$ cat config.mk
export PLATFORM = sky130hd
export DESIGN_NAME = seg7_scan_reader
export DESIGN_NICKNAME = d
export VERILOG_FILES = /design/src/rtl/seg7_pkg.sv /design/src/rtl/seg7_to_hex.sv /design/src/rtl/seg7_scan_reader.sv
export SDC_FILE = /design/constraint.sdc
export NUM_CORES = 1
export LEC_CHECK = 0
export BUFFER_PORTS_ARGS = -buffer_cell sky130_fd_sc_hd__buf_4
export CAP_MARGIN = 10
export CELL_PAD_IN_SITES_DETAIL_PLACEMENT = 1
export CELL_PAD_IN_SITES_GLOBAL_PLACEMENT = 1
export CORE_ASPECT_RATIO = 0.5
export CORE_MARGIN = 8
export CORE_UTILIZATION = 49
export DETAILED_ROUTE_END_ITERATION = 10
export PLACE_DENSITY_LB_ADDON = 0.1
export SYNTH_ARGS = -nofsm -noshare
export SYNTH_HDL_FRONTEND = slang
export SYNTH_SLANG_ARGS = --single-unit
$ cat constraint.sdc
create_clock -name clk -period 3.4 [get_ports clk]
set_input_delay 0.51 -clock clk [delete_from_list [all_inputs] [get_ports clk]]
set_output_delay 0.51 -clock clk [all_outputs]
set_load 0.01 [all_outputs]
$ cat src/rtl/seg7_pkg.sv
// Shared 7-segment constants (active-low {a,b,c,d,e,f,g}) and scan-reader FSM state encodings.
// The display-driver side uses the same tables.
package seg7_pkg;

    localparam logic [6:0] SEG7_CODE_0 = 7'b0000001;
    localparam logic [6:0] SEG7_CODE_1 = 7'b1001111;
    localparam logic [6:0] SEG7_CODE_2 = 7'b0010010;
    localparam logic [6:0] SEG7_CODE_3 = 7'b0000110;
    localparam logic [6:0] SEG7_CODE_4 = 7'b1001100;
    localparam logic [6:0] SEG7_CODE_5 = 7'b0100100;
    localparam logic [6:0] SEG7_CODE_6 = 7'b0100000;
    localparam logic [6:0] SEG7_CODE_7 = 7'b0001111;
    localparam logic [6:0] SEG7_CODE_8 = 7'b0000000;
    localparam logic [6:0] SEG7_CODE_9 = 7'b0000100;
    localparam logic [6:0] SEG7_CODE_A = 7'b0001000;
    localparam logic [6:0] SEG7_CODE_B = 7'b1100000;
    localparam logic [6:0] SEG7_CODE_C = 7'b0110001;
    localparam logic [6:0] SEG7_CODE_D = 7'b1000010;
    localparam logic [6:0] SEG7_CODE_E = 7'b0110000;
    localparam logic [6:0] SEG7_CODE_F = 7'b0111000;
    localparam logic [6:0] SEG7_BLANK  = 7'b1111111;

    typedef enum logic [1:0] {
        S_WAIT  = 2'd0,
        S_COUNT = 2'd1,
        S_HOLD  = 2'd2
    } state_t;

endpackage

$ cat src/rtl/seg7_to_hex.sv
// Inverse 7-segment LUT: active-low segment code -> hex nibble.
// Unknown codes (blank included) decode to 0 with dig_err set.
module seg7_to_hex
    import seg7_pkg::*;
(
    input  logic [6:0] code,
    output logic [3:0] nibble,
    output logic       dig_err
);

    always_comb begin
        // NOTE: defaults first so every path assigns both outputs; no latch can be inferred.
        nibble  = 4'h0;
        dig_err = 1'b0;
        case (code)
            SEG7_CODE_0: nibble = 4'h0;
            SEG7_CODE_1: nibble = 4'h1;
            SEG7_CODE_2: nibble = 4'h2;
            SEG7_CODE_3: nibble = 4'h3;
            SEG7_CODE_4: nibble = 4'h4;
            SEG7_CODE_5: nibble = 4'h5;
            SEG7_CODE_6: nibble = 4'h6;
            SEG7_CODE_7: nibble = 4'h7;
            SEG7_CODE_8: nibble = 4'h8;
            SEG7_CODE_9: nibble = 4'h9;
            SEG7_CODE_A: nibble = 4'hA;
            SEG7_CODE_B: nibble = 4'hB;
            SEG7_CODE_C: nibble = 4'hC;
            SEG7_CODE_D: nibble = 4'hD;
            SEG7_CODE_E: nibble = 4'hE;
            SEG7_CODE_F: nibble = 4'hF;
            SEG7_BLANK:  dig_err = 1'b1;
            default:     dig_err = 1'b1;
        endcase
    end

endmodule

$ cat src/rtl/seg7_scan_reader.sv
// Recovers hex digits from a multiplexed active-low 7-segment bus after a stable dwell.
// Define SEG7_DP_EN to also capture the decimal point (dp in, dp_out out).
module seg7_scan_reader
    import seg7_pkg::*;
#(
    parameter int STABLE_CYCLES = 16,
    parameter int NUM_DIGITS    = 4
) (
    input  logic                    clk,
    input  logic                    rst,
    input  logic [6:0]              seg,
    input  logic [NUM_DIGITS-1:0]   an,
`ifdef SEG7_DP_EN
    input  logic                    dp,
    output logic [NUM_DIGITS-1:0]   dp_out,
`endif
    input  logic                    clr,
    output logic [4*NUM_DIGITS-1:0] value,
    output logic                    frame_valid,
    output logic                    frame_err,
    output logic [NUM_DIGITS-1:0]   cap_mask
);

    localparam int CW = $clog2(STABLE_CYCLES) + 1;
    localparam logic [CW-1:0] CNT_LAST = CW'(STABLE_CYCLES - 1);
    localparam logic [CW-1:0] CNT_MAX  = '1;
`ifdef SEG7_DP_EN
    localparam int DPW = 1;
`else
    localparam int DPW = 0;
`endif
    localparam int SW = NUM_DIGITS + 7 + DPW;

    logic [6:0]              seg_m, s_seg;
    logic [NUM_DIGITS-1:0]   an_m, s_an;
    logic [SW-1:0]           sample, ref_s;
    state_t                  state;
    logic [CW-1:0]           cnt;
    logic [4*NUM_DIGITS-1:0] dig, dig_next;
    logic                    err_pend;
    logic [3:0]              nibble;
    logic                    dig_err;
    logic                    an_onehot, capture, frame_done;
    logic [NUM_DIGITS-1:0]   cap_sel, mask_next;
`ifdef SEG7_DP_EN
    logic                    dp_m, s_dp;
    logic [NUM_DIGITS-1:0]   dp_dig, dp_dig_next;
`endif

    seg7_to_hex u_dec (
        .code    (s_seg),
        .nibble  (nibble),
        .dig_err (dig_err)
    );

    always_comb begin
`ifdef SEG7_DP_EN
        sample = {s_an, s_seg, s_dp};
`else
        sample = {s_an, s_seg};
`endif
        an_onehot  = $onehot(~s_an);
        cap_sel    = ~s_an;
        // A stable sample equal to ref_s is one-hot by construction, so cap_sel picks exactly one digit.
        capture    = !clr && (state == S_COUNT) && (sample == ref_s) && (cnt == CNT_LAST);
        mask_next  = cap_mask | cap_sel;
        frame_done = capture && (&mask_next);
        dig_next   = dig;
        for (int i = 0; i < NUM_DIGITS; i++) begin
            if (cap_sel[i]) dig_next[4*i +: 4] = nibble;
        end
`ifdef SEG7_DP_EN
        dp_dig_next = dp_dig;
        for (int i = 0; i < NUM_DIGITS; i++) begin
            if (cap_sel[i]) dp_dig_next[i] = ~s_dp;
        end
`endif
    end

    always_ff @(posedge clk) begin
        // NOTE: reset is synchronous, so it lives inside the clocked branch; every register, data included, is cleared.
        if (rst) begin
            seg_m       <= '1;
            s_seg       <= '1;
            an_m        <= '1;
            s_an        <= '1;
            ref_s       <= '1;
            state       <= S_WAIT;
            cnt         <= '0;
            dig         <= '0;
            err_pend    <= 1'b0;
            cap_mask    <= '0;
            value       <= '0;
            frame_valid <= 1'b0;
            frame_err   <= 1'b0;
`ifdef SEG7_DP_EN
            dp_m        <= 1'b1;
            s_dp        <= 1'b1;
            dp_dig      <= '0;
            dp_out      <= '0;
`endif
        end else begin
            // NOTE: non-blocking assignments throughout, so every branch reads the pre-edge values.
            seg_m       <= seg;
            s_seg       <= seg_m;
            an_m        <= an;
            s_an        <= an_m;
`ifdef SEG7_DP_EN
            dp_m        <= dp;
            s_dp        <= dp_m;
`endif
            frame_valid <= 1'b0;

            if (clr) begin
                cap_mask <= '0;
                err_pend <= 1'b0;
                state    <= S_WAIT;
                cnt      <= '0;
            end else begin
                case (state)
                    S_COUNT: begin
                        if (sample != ref_s) begin
                            if (an_onehot) begin
                                ref_s <= sample;
                                cnt   <= CW'(1);
                            end else begin
                                state <= S_WAIT;
                                cnt   <= '0;
                            end
                        end else if (cnt == CNT_LAST) begin
                            state <= S_HOLD;
                        end else if (cnt != CNT_MAX) begin
                            cnt <= cnt + 1'b1;
                        end
                    end
                    default: begin
                        // S_WAIT always looks for a new sample; S_HOLD only once the bus moves.
                        if (state == S_WAIT || sample != ref_s) begin
                            if (an_onehot) begin
                                ref_s <= sample;
                                cnt   <= CW'(1);
                                state <= S_COUNT;
                            end else begin
                                state <= S_WAIT;
                                cnt   <= '0;
                            end
                        end
                    end
                endcase

                if (capture) begin
                    dig <= dig_next;
`ifdef SEG7_DP_EN
                    dp_dig <= dp_dig_next;
`endif
                    if (frame_done) begin
                        value       <= dig_next;
                        frame_err   <= err_pend | dig_err;
                        frame_valid <= 1'b1;
                        cap_mask    <= '0;
                        err_pend    <= 1'b0;
`ifdef SEG7_DP_EN
                        dp_out      <= dp_dig_next;
`endif
                    end else begin
                        cap_mask <= mask_next;
                        err_pend <= err_pend | dig_err;
                    end
                end
            end
        end
    end

endmodule

# Yosys cells after proc, flatten, opt, wreduce, memory -nomap -nowiden
# Cells that the tools add are included.
[word_totals]
register_bits = 79
latchBits = 0
ramBits = 0
mem_bits_ro = 0
in_bits = 14
out_inout_bits = 22
wordCells = 91
n_memories = 0
[op_classes]
addsub = 4
multipliers = 0
n_div = 0
order_cmp = 0
n_eq_ne = 26
shift = 0
muxes = 25
bitwise_logic = 5
n_reduce_logical = 18
[ops]
columns = ["operator", "count"]
rows = [
  ["4-bit one-hot mux with 15 select lines", 1],
  ["11-bit 2-to-1 mux", 4],
  ["7-bit by 6-bit equality test with 1-bit output (second input constant)", 5],
  ["7-bit equality test (second input constant)", 4],
  ["5-bit 2-to-1 mux", 5],
  ["4-bit 2-to-1 mux", 5],
  ["16-bit OR reduction", 1],
  ["7-bit by 3-bit equality test with 1-bit output (second input constant)", 2],
  ["7-bit by 4-bit equality test with 1-bit output (second input constant)", 2],
  ["3-bit AND reduction", 4],
  ["11-bit equality test", 1],
  ["11-bit != test", 1],
  ["2-bit 2-to-1 mux", 5],
  ["7-bit by 1-bit equality test with 1-bit output (second input constant)", 1],
  ["7-bit by 5-bit equality test with 1-bit output (second input constant)", 1],
  ["7-bit logical NOT", 1],
  ["3-bit by 1-bit != test with 1-bit output (second input constant)", 2],
  ["5-bit by 1-bit adder with 5-bit output (second input constant)", 1],
  ["5-bit by 4-bit equality test with 1-bit output (second input constant)", 1],
  ["1-bit 2-to-1 mux", 5],
  ["5-bit != test (second input constant)", 1],
  ["1-bit by 1-bit adder with 2-bit output", 2],
  ["1-bit logical AND", 4],
  ["4-bit NOT", 1],
  ["17 further kinds", 18],
]

# Depth between registers and ports, before layout
# Gate-level depths: netlist (run 1).
[depth]
depth_word = 7
depth_mapped = 9
depth_no_buf = 8

# By module
# A second synthesis (run 1) with hierarchy kept.
[unflattened]
hier_cells = 387
area_unflattened_um2 = 3806.2
[modules_own_cells]
columns = ["module", "instances", "cells_each", "area_each_um2", "seq_area_each_um2"]
rows = [
  ["seg7_scan_reader", 1, 331, 3388.2, 1581.5],
  ["seg7_to_hex", 1, 56, 417.9, 0.0],
]

# Worst setup path after synthesis (run 1)
# OpenSTA, ideal clock, no wires.
[synth_path]
path_kind = "register to register"
from = "register s_an[0]"
to = "register ref_s[0]"
setup_time_ns = 0.072
t_arrival_ns = 2.113
setup_slack_ns = 1.215
stages_incl_launch_ff = 10
period_less_slack_ns = 2.185
path_cell_list = "dfxtp_1 fa_1 inv_1 ha_1 ha_1 nor2_1 nand2_1 a211oi_2 buf_6 mux2i_1"
[synth_via]
elab_chain_cells = 7
[synth_lines]
columns = ["item", "line_no", "source"]
rows = [
  ["start: declaration", "seg7_scan_reader.sv:35", "logic [NUM_DIGITS-1:0] an_m, s_an;"],
  ["start signal: assignment", "seg7_scan_reader.sv:107", "s_an <= an_m;"],
  ["4-bit NOT", "seg7_scan_reader.sv:62", "an_onehot = $onehot(~s_an);"],
  ["1-bit by 1-bit adder with 2-bit output (implied by the code)", "seg7_scan_reader.sv:62", ""],
  ["2-bit by 2-bit adder with 3-bit output (implied by the code)", "seg7_scan_reader.sv:62", ""],
  ["3-bit by 1-bit equality test with 1-bit output", "seg7_scan_reader.sv:62", ""],
  ["11-bit 2-to-1 mux", "n/a", ""],
  ["11-bit 2-to-1 mux, on equally long branches", "n/a", ""],
  ["11-bit 2-to-1 mux", "n/a", ""],
  ["end signal: assignment", "seg7_scan_reader.sv:124", "ref_s <= sample;"],
  ["end signal: assignment", "seg7_scan_reader.sv:140", "ref_s <= sample;"],
  ["end: declaration", "seg7_scan_reader.sv:36", "logic [SW-1:0] sample, ref_s;"],
]
# Several ways; a longest one is shown, not always the timed one. The select of a mux whose other input is x is not followed.
# A chain may end at the register's enable or synchronous reset.

# Worst setup path in the final report (run 1)
[layout_path]
from = "register s_an[1]"
to = "register ref_s[6]"
# The elaborated chain is that of the path after synthesis.

==> results.cfg, run 1 <==
[route]
vias = 2961
vias_per_cell = 5.63
dr.first_iter.drc_count = 252
drcViolationCount = 0
wire_per_inst_um = 17.5
first_pass_iters = 4
wirelength_mm = 9.21
final_antenna_net_count = 0

[placed_design]
dp_slack_ns = 0.718
hpwl_mm = 6.47
portBuffers = 35
gp_congestion = 0.777

[synth]
ys_ff_latch = 79
synth_edf_count = 0
synth_area_per_cell_um2 = 9.41
synth_cells = 403
syn_nets = 423
ys_seq_area_share_pct = 41.7
synth_area_leaders = dfxtp_1, mux2i_1, o2bb2ai_2
yosys.area.top_type = dfxtp_1
syn_area_um2 = 3790
synth_ff_type = dfxtp_1
yosysUniqueCellTypes = 60
async_reset_ff_share_pct = 0
ys_warn_count = 0
yosysTopAreaCellShare_pct = 41.7

[critical_path]
cpPeakStageDelay_ns = 0.68
crit_buf_inv = 2
cp-start-kind = flop
end_kind = flop
critPathSlowestCell = dfxtp_1
critical_path_class = reg2reg
path_max_fanout = 11
worstPathArrival_ns = 3.00
crit_cells = 9
crit_top_cell = ha_1
crit_start = s_an[1]
crit_family = adder cells
r2r-start = s_an[1]
rr_worst_depth = 9
worst_ep_required_time_ns = 3.66
cp_cell_sequence = fa_1 > inv_1 > ha_1 > ha_1 > nor2_1 > nand2_1 > a211oi_2 > buf_4 > mux2i_1

[timing]
tns_ns = 0
post-route-period-util_pct = 80.7
fmaxAchievable_ghz = 0.364
slew_headroom_pct = 43.5
period_needed_ns = 2.74
hold_viol = 0
worst_slack_ns = 0.656
drv_slew = 0
setup_viol = 0
rsz0062_at_grt = false
max_slew.worst_pin.slew_ns = 0.848
fin_worst_skew_ns = 0.00785

[clocking]
path_clk_slew_ns = 0.06
clockBufferDepth = 2
post_cts_buffers = 0
cts_buffers = 9
clock-root-buffer = clkbuf_16
postCtsResizedCells = 0
tritoncts = done
clk_latency_ns = 0.34
cts_hold_buf = 0
cts.sinks = 79
h-tree-depth = 3

[floorplanning]
pin_count = 36
dieArea_um2 = 11000
core_um2 = 7400
start_util_pct = 51.2
die_w_um = 140
die_h_um = 78.2
std_cell_rows = 22

[pwr]
p_per_area_nw_per_um2 = 463
p_leak_nw = 1.60
ir_worst_vdd_mv = 0.345
finalPower_mw = 2.00

[min_path]
min_path_type = in2reg
hold_path.startpoint = an[1]
min_path_cells = 2

[finish]
nets = 445
regArea_um2 = 1580
diodes = 0
drive_gt1_share_pct = 24.0
area_growth_pct = 13.8
multiInputGateArea_um2 = 1990
nFillCells = 832

[global_route]
grt_pass1_wl_mm = 15.6
antenna_found_initial = 0
grt_max_degree = 65
globalRouteTotalUtil_pct = 17.4
grt_pass1_vias = 3155
grt-ovfl-total = 0

[outcome]
status = complete, no violations

[job]
maxCapViolCount = 0
## cell usage after synthesis, drive strengths merged, types with 2 or more instances
cell type and number:
dfxtp 79, nor2 34, a21oi 28, nand2 23, or2 23, buf 19
mux2i 19, o2bb2ai 16, nand2b 14, xor2 12, clkbuf 11, nand3 10
o211ai 9, inv 8, nor3 8, o21ai 8, o31ai 8, nand4 6
nor2b 6, nor4 6, and3 5, ha 5, nor3b 5, a211oi 4
clkinv 3, nand3b 3, nor4b 3, o21a 3, or3 3, a21boi 2
a31oi 2, and3b 2, and4 2, o22ai 2, or4 2
## power by group
part | internal (mW) | total [mW] | switching, mW
Combinational | 0.0636 | 0.148 | 0.0840
Sequential | 0.942 | 0.968 | 0.0257
Clock | 0.493 | 0.882 | 0.389
## cells by family (layout without fill, tap and decap cells)
logic type | after synthesis | in the layout | synth area share [%]
XOR/XNOR | 12 | 12 | 2.97
AO/OA/AOI/OAI | 87 | 87 | 17.9
AND/OR/NAND/NOR | 159 | 159 | 24.5
flip-flops | 79 | 79 | 41.7
adder cells (fa/ha/maj) | 6 | 6 | 2.18
buffers and inverters | 41 | 68 | 5.80
multiplexers | 19 | 19 | 5.01
## flip-flops by register name (all words and copies together) (netlist names)
register,flops
s_seg,7
an_m,4
state,2
err_pend,1
frame_valid,1
dig,16
frame_err,1
cap_mask,4
s_an,4
seg_m,7
value,16
cnt,5
ref_s,11
## layout make-up
| cell class | count | area share (%) |
|---|---|---|
| multi-input combinational | 283 | 46.2 |
| sequential | 79 | 36.6 |
| timing repair buffer | 41 | 7.13 |
| clock buffer | 9 | 5.22 |
| tap | 96 | 2.78 |
| clock inverter | 7 | 1.10 |
| inverter | 11 | 0.957 |
## stage by stage
| stage | utilization, % | hold slack [ns] | cells | instance area, µm² |
|---|---|---|---|---|
| finish | 58.3 | 0.356 | 526 | 4320 |
| global route | 58.3 | 0.349 | 526 | 4320 |
| CTS | 58.3 | 0.345 | 526 | 4320 |
| detailed placement | 54.6 | 0.396 | 510 | 4040 |
| global placement | 54.6 | 0.391 | 510 | 4040 |
| floorplan | - | 0.389 | 403 | 3790 |
## worst paths after layout
path	end	slack (ns)
setup reg to reg	ref_s[6]	0.66
setup / recovery	ref_s[6]	0.66
hold / removal	an_m[1]	0.36
hold reg to reg	s_an[2]	0.41
## layer usage
layer | track usage, % | wire length [µm]
met1 | 21.1 | 4350
met2 | 29.2 | 4300
met3 | 5.61 | 440
met4 | 5.05 | 119
met5 | 0 | 0
## placed cells by master, fill, tap and decap left out, types with 8 or more instances in the layout
cell       count
a21oi_1       27
buf_4         41
clkbuf_16      9
dfxtp_1       79
mux2i_1       19
nand2_1       23
nand2b_1      14
nand3_1       10
nor2_1        34
o211ai_1       9
o2bb2ai_2     10
o31ai_1        8
or2_2         23
xor2_1        11
No activity file was read; power rests on OpenSTA's default activity.
==> inputs of run 2 (changes only) <==
--- a/config.mk
+++ b/config.mk
@@ -11,7 +11,7 @@
 export CELL_PAD_IN_SITES_GLOBAL_PLACEMENT = 1
 export CORE_ASPECT_RATIO = 0.5
 export CORE_MARGIN = 8
-export CORE_UTILIZATION = 49
+export CORE_UTILIZATION = 46
 export DETAILED_ROUTE_END_ITERATION = 10
 export PLACE_DENSITY_LB_ADDON = 0.1
 export SYNTH_ARGS = -nofsm -noshare
==> constraint.sdc (replaced) <==
create_clock -name clk -period 2.75 [get_ports clk]
set_input_delay 0.4125 -clock clk [delete_from_list [all_inputs] [get_ports clk]]
set_output_delay 0.4125 -clock clk [all_outputs]
set_load 0.01 [all_outputs]
==> results.cfg, run 2 (synthesized netlist as in run 1, its figures left out) <==
[finish]
nets = 449
area_growth_pct = 15.5
fin_area_um2 = 4380
drive_gt1_share_pct = 24.5
final_util_pct = 54.8
layout_commonest_cell = dfxtp_1
final_cell_mix = dfxtp_1, buf_4, nor2_1
diodes = 0
reg_top3 = dig (16), value (16), ref_s (11)

[timing]
drv_slew = 0
fin_worst_skew_ns = 0.00556
fmaxAchievable_ghz = 0.409
max_slew.worst_pin.slew_ns = 1.02
rsz0062_at_grt = false
setup_viol = 0
slew_headroom_pct = 32.1
tns_ns = 0
post-route-period-util_pct = 88.9
hold_viol = 0
period_needed_ns = 2.44

[global_route]
antenna_found_initial = 0
grt_pass1_vias = 3228
grt_max_degree = 65
globalRouteTotalUtil_pct = 17.9
grt-ovfl-total = 0
grt_pass1_wl_mm = 16.3

[critical_path]
worst_ep_required_time_ns = 3.02
critical_path_class = reg2reg
crit_top_cell = ha_1
cp-start-kind = flop
end_kind = flop
cp_cell_sequence = fa_1 > inv_1 > ha_1 > ha_1 > nor2_1 > nand2_1 > a211oi_2 > buf_4 > mux2i_1
worstPathArrival_ns = 2.71
path_max_fanout = 11
cpPeakStageDelay_ns = 0.54
critPathSlowestCell = fa_1

[pwr]
p_leak_nw = 1.63
p_sw_mw = 0.620
p_per_area_nw_per_um2 = 584
clkPwrFrac_pct = 46.0
ir_worst_vdd_mv = 0.403
switching_share_pct = 24.3
power_frac_seq_pct = 46.7
pwr-share-comb_pct = 7.3
intPower_mw = 1.94

[clocking]
cts_hold_buf = 0
clockBufferDepth = 2
clk_latency_ns = 0.34
post_cts_buffers = 0
cts.sinks = 79
cts_buffers = 9
postCtsResizedCells = 0
clock-root-buffer = clkbuf_16
h-tree-depth = 3
tritoncts = done
path_clk_slew_ns = 0.06

[floorplanning]
std_cell_rows = 23
die_h_um = 80.2
start_util_pct = 47.4
pin_count = 36
core_um2 = 8000
dieArea_um2 = 11600
die_w_um = 144

[route]
dr.first_iter.drc_count = 143
vias_per_cell = 5.68
first_pass_iters = 4
drcViolationCount = 0
wirelength_mm = 9.98
wire_per_inst_um = 18.3
vias = 3096
final_antenna_net_count = 0

[job]
maxCapViolCount = 0

[min_path]
min_path_type = in2reg

[outcome]
status = complete, no violations

[placed_design]
hpwl_mm = 7.04
portBuffers = 35
gp_congestion = 0.818
dpl_cell_area_um2 = 4090
-- run 2: critical path: cells and delay by family (launching register included) --
| family | cells | cell delay, ns |
|---|---|---|
| compound gates | 1 | 0.21 |
| fa+ha+maj | 3 | 0.99 |
| buf+inv | 2 | 0.29 |
| flops | 1 | 0.42 |
| mux | 1 | 0.22 |
| simple gates | 2 | 0.22 |
-- run 2: power groups by stage --
stage	clock network (mW)	logic (mW)	registers, mW
after global placement	0	0.177	1.22
after floorplan	0	0.153	1.20
after detailed placement	0	0.186	1.22
final	1.18	0.186	1.19
after global routing	1.25	0.204	1.20
after CTS	1.19	0.188	1.19
-- run 2: final timing paths --
check	slack [ns]	cells past startpoint	from	to
max	0.31	9	s_an[1]	ref_s[1]
min	0.25	2	seg[6]	seg_m[6]
max reg2reg	0.31	9	s_an[1]	ref_s[1]
min reg2reg	0.40	1	seg_m[5]	s_seg[5]
-- run 2: area by class of cell --
| cell class | instances | area (µm²) |
|---|---|---|
| Clock buffer | 9 | 225 |
| Clock inverter | 6 | 62.6 |
| Fill cell | 959 | 3620 |
| Inverter | 11 | 41.3 |
| Multi-Input combinational cell | 283 | 1990 |
| Sequential cell | 79 | 1580 |
| Tap cell | 112 | 140 |
| Timing Repair Buffer | 45 | 338 |
-- run 2: metrics by stage --
stage               total power, mW  hold slack, ns  worst slack (ns)  std cells
floorplan                      1.35           0.389             0.565        403
global placement               1.39           0.391             0.431        530
detailed placement             1.40           0.400             0.307        530
CTS                            2.58           0.246             0.273        545
global route                   2.65           0.240             0.135        545
finish                         2.56           0.254             0.307        545
-- run 2: per-layer routing --
metal / GRT usage (%) / part of all wire (%) / vias up
met5: 0 / 0 / -
li1: - / - / 1481
met4: 4.53 / 1.0 / 0
met2: 30.8 / 48 / 59
met3: 5.50 / 5.0 / 9
met1: 21.6 / 46 / 1547
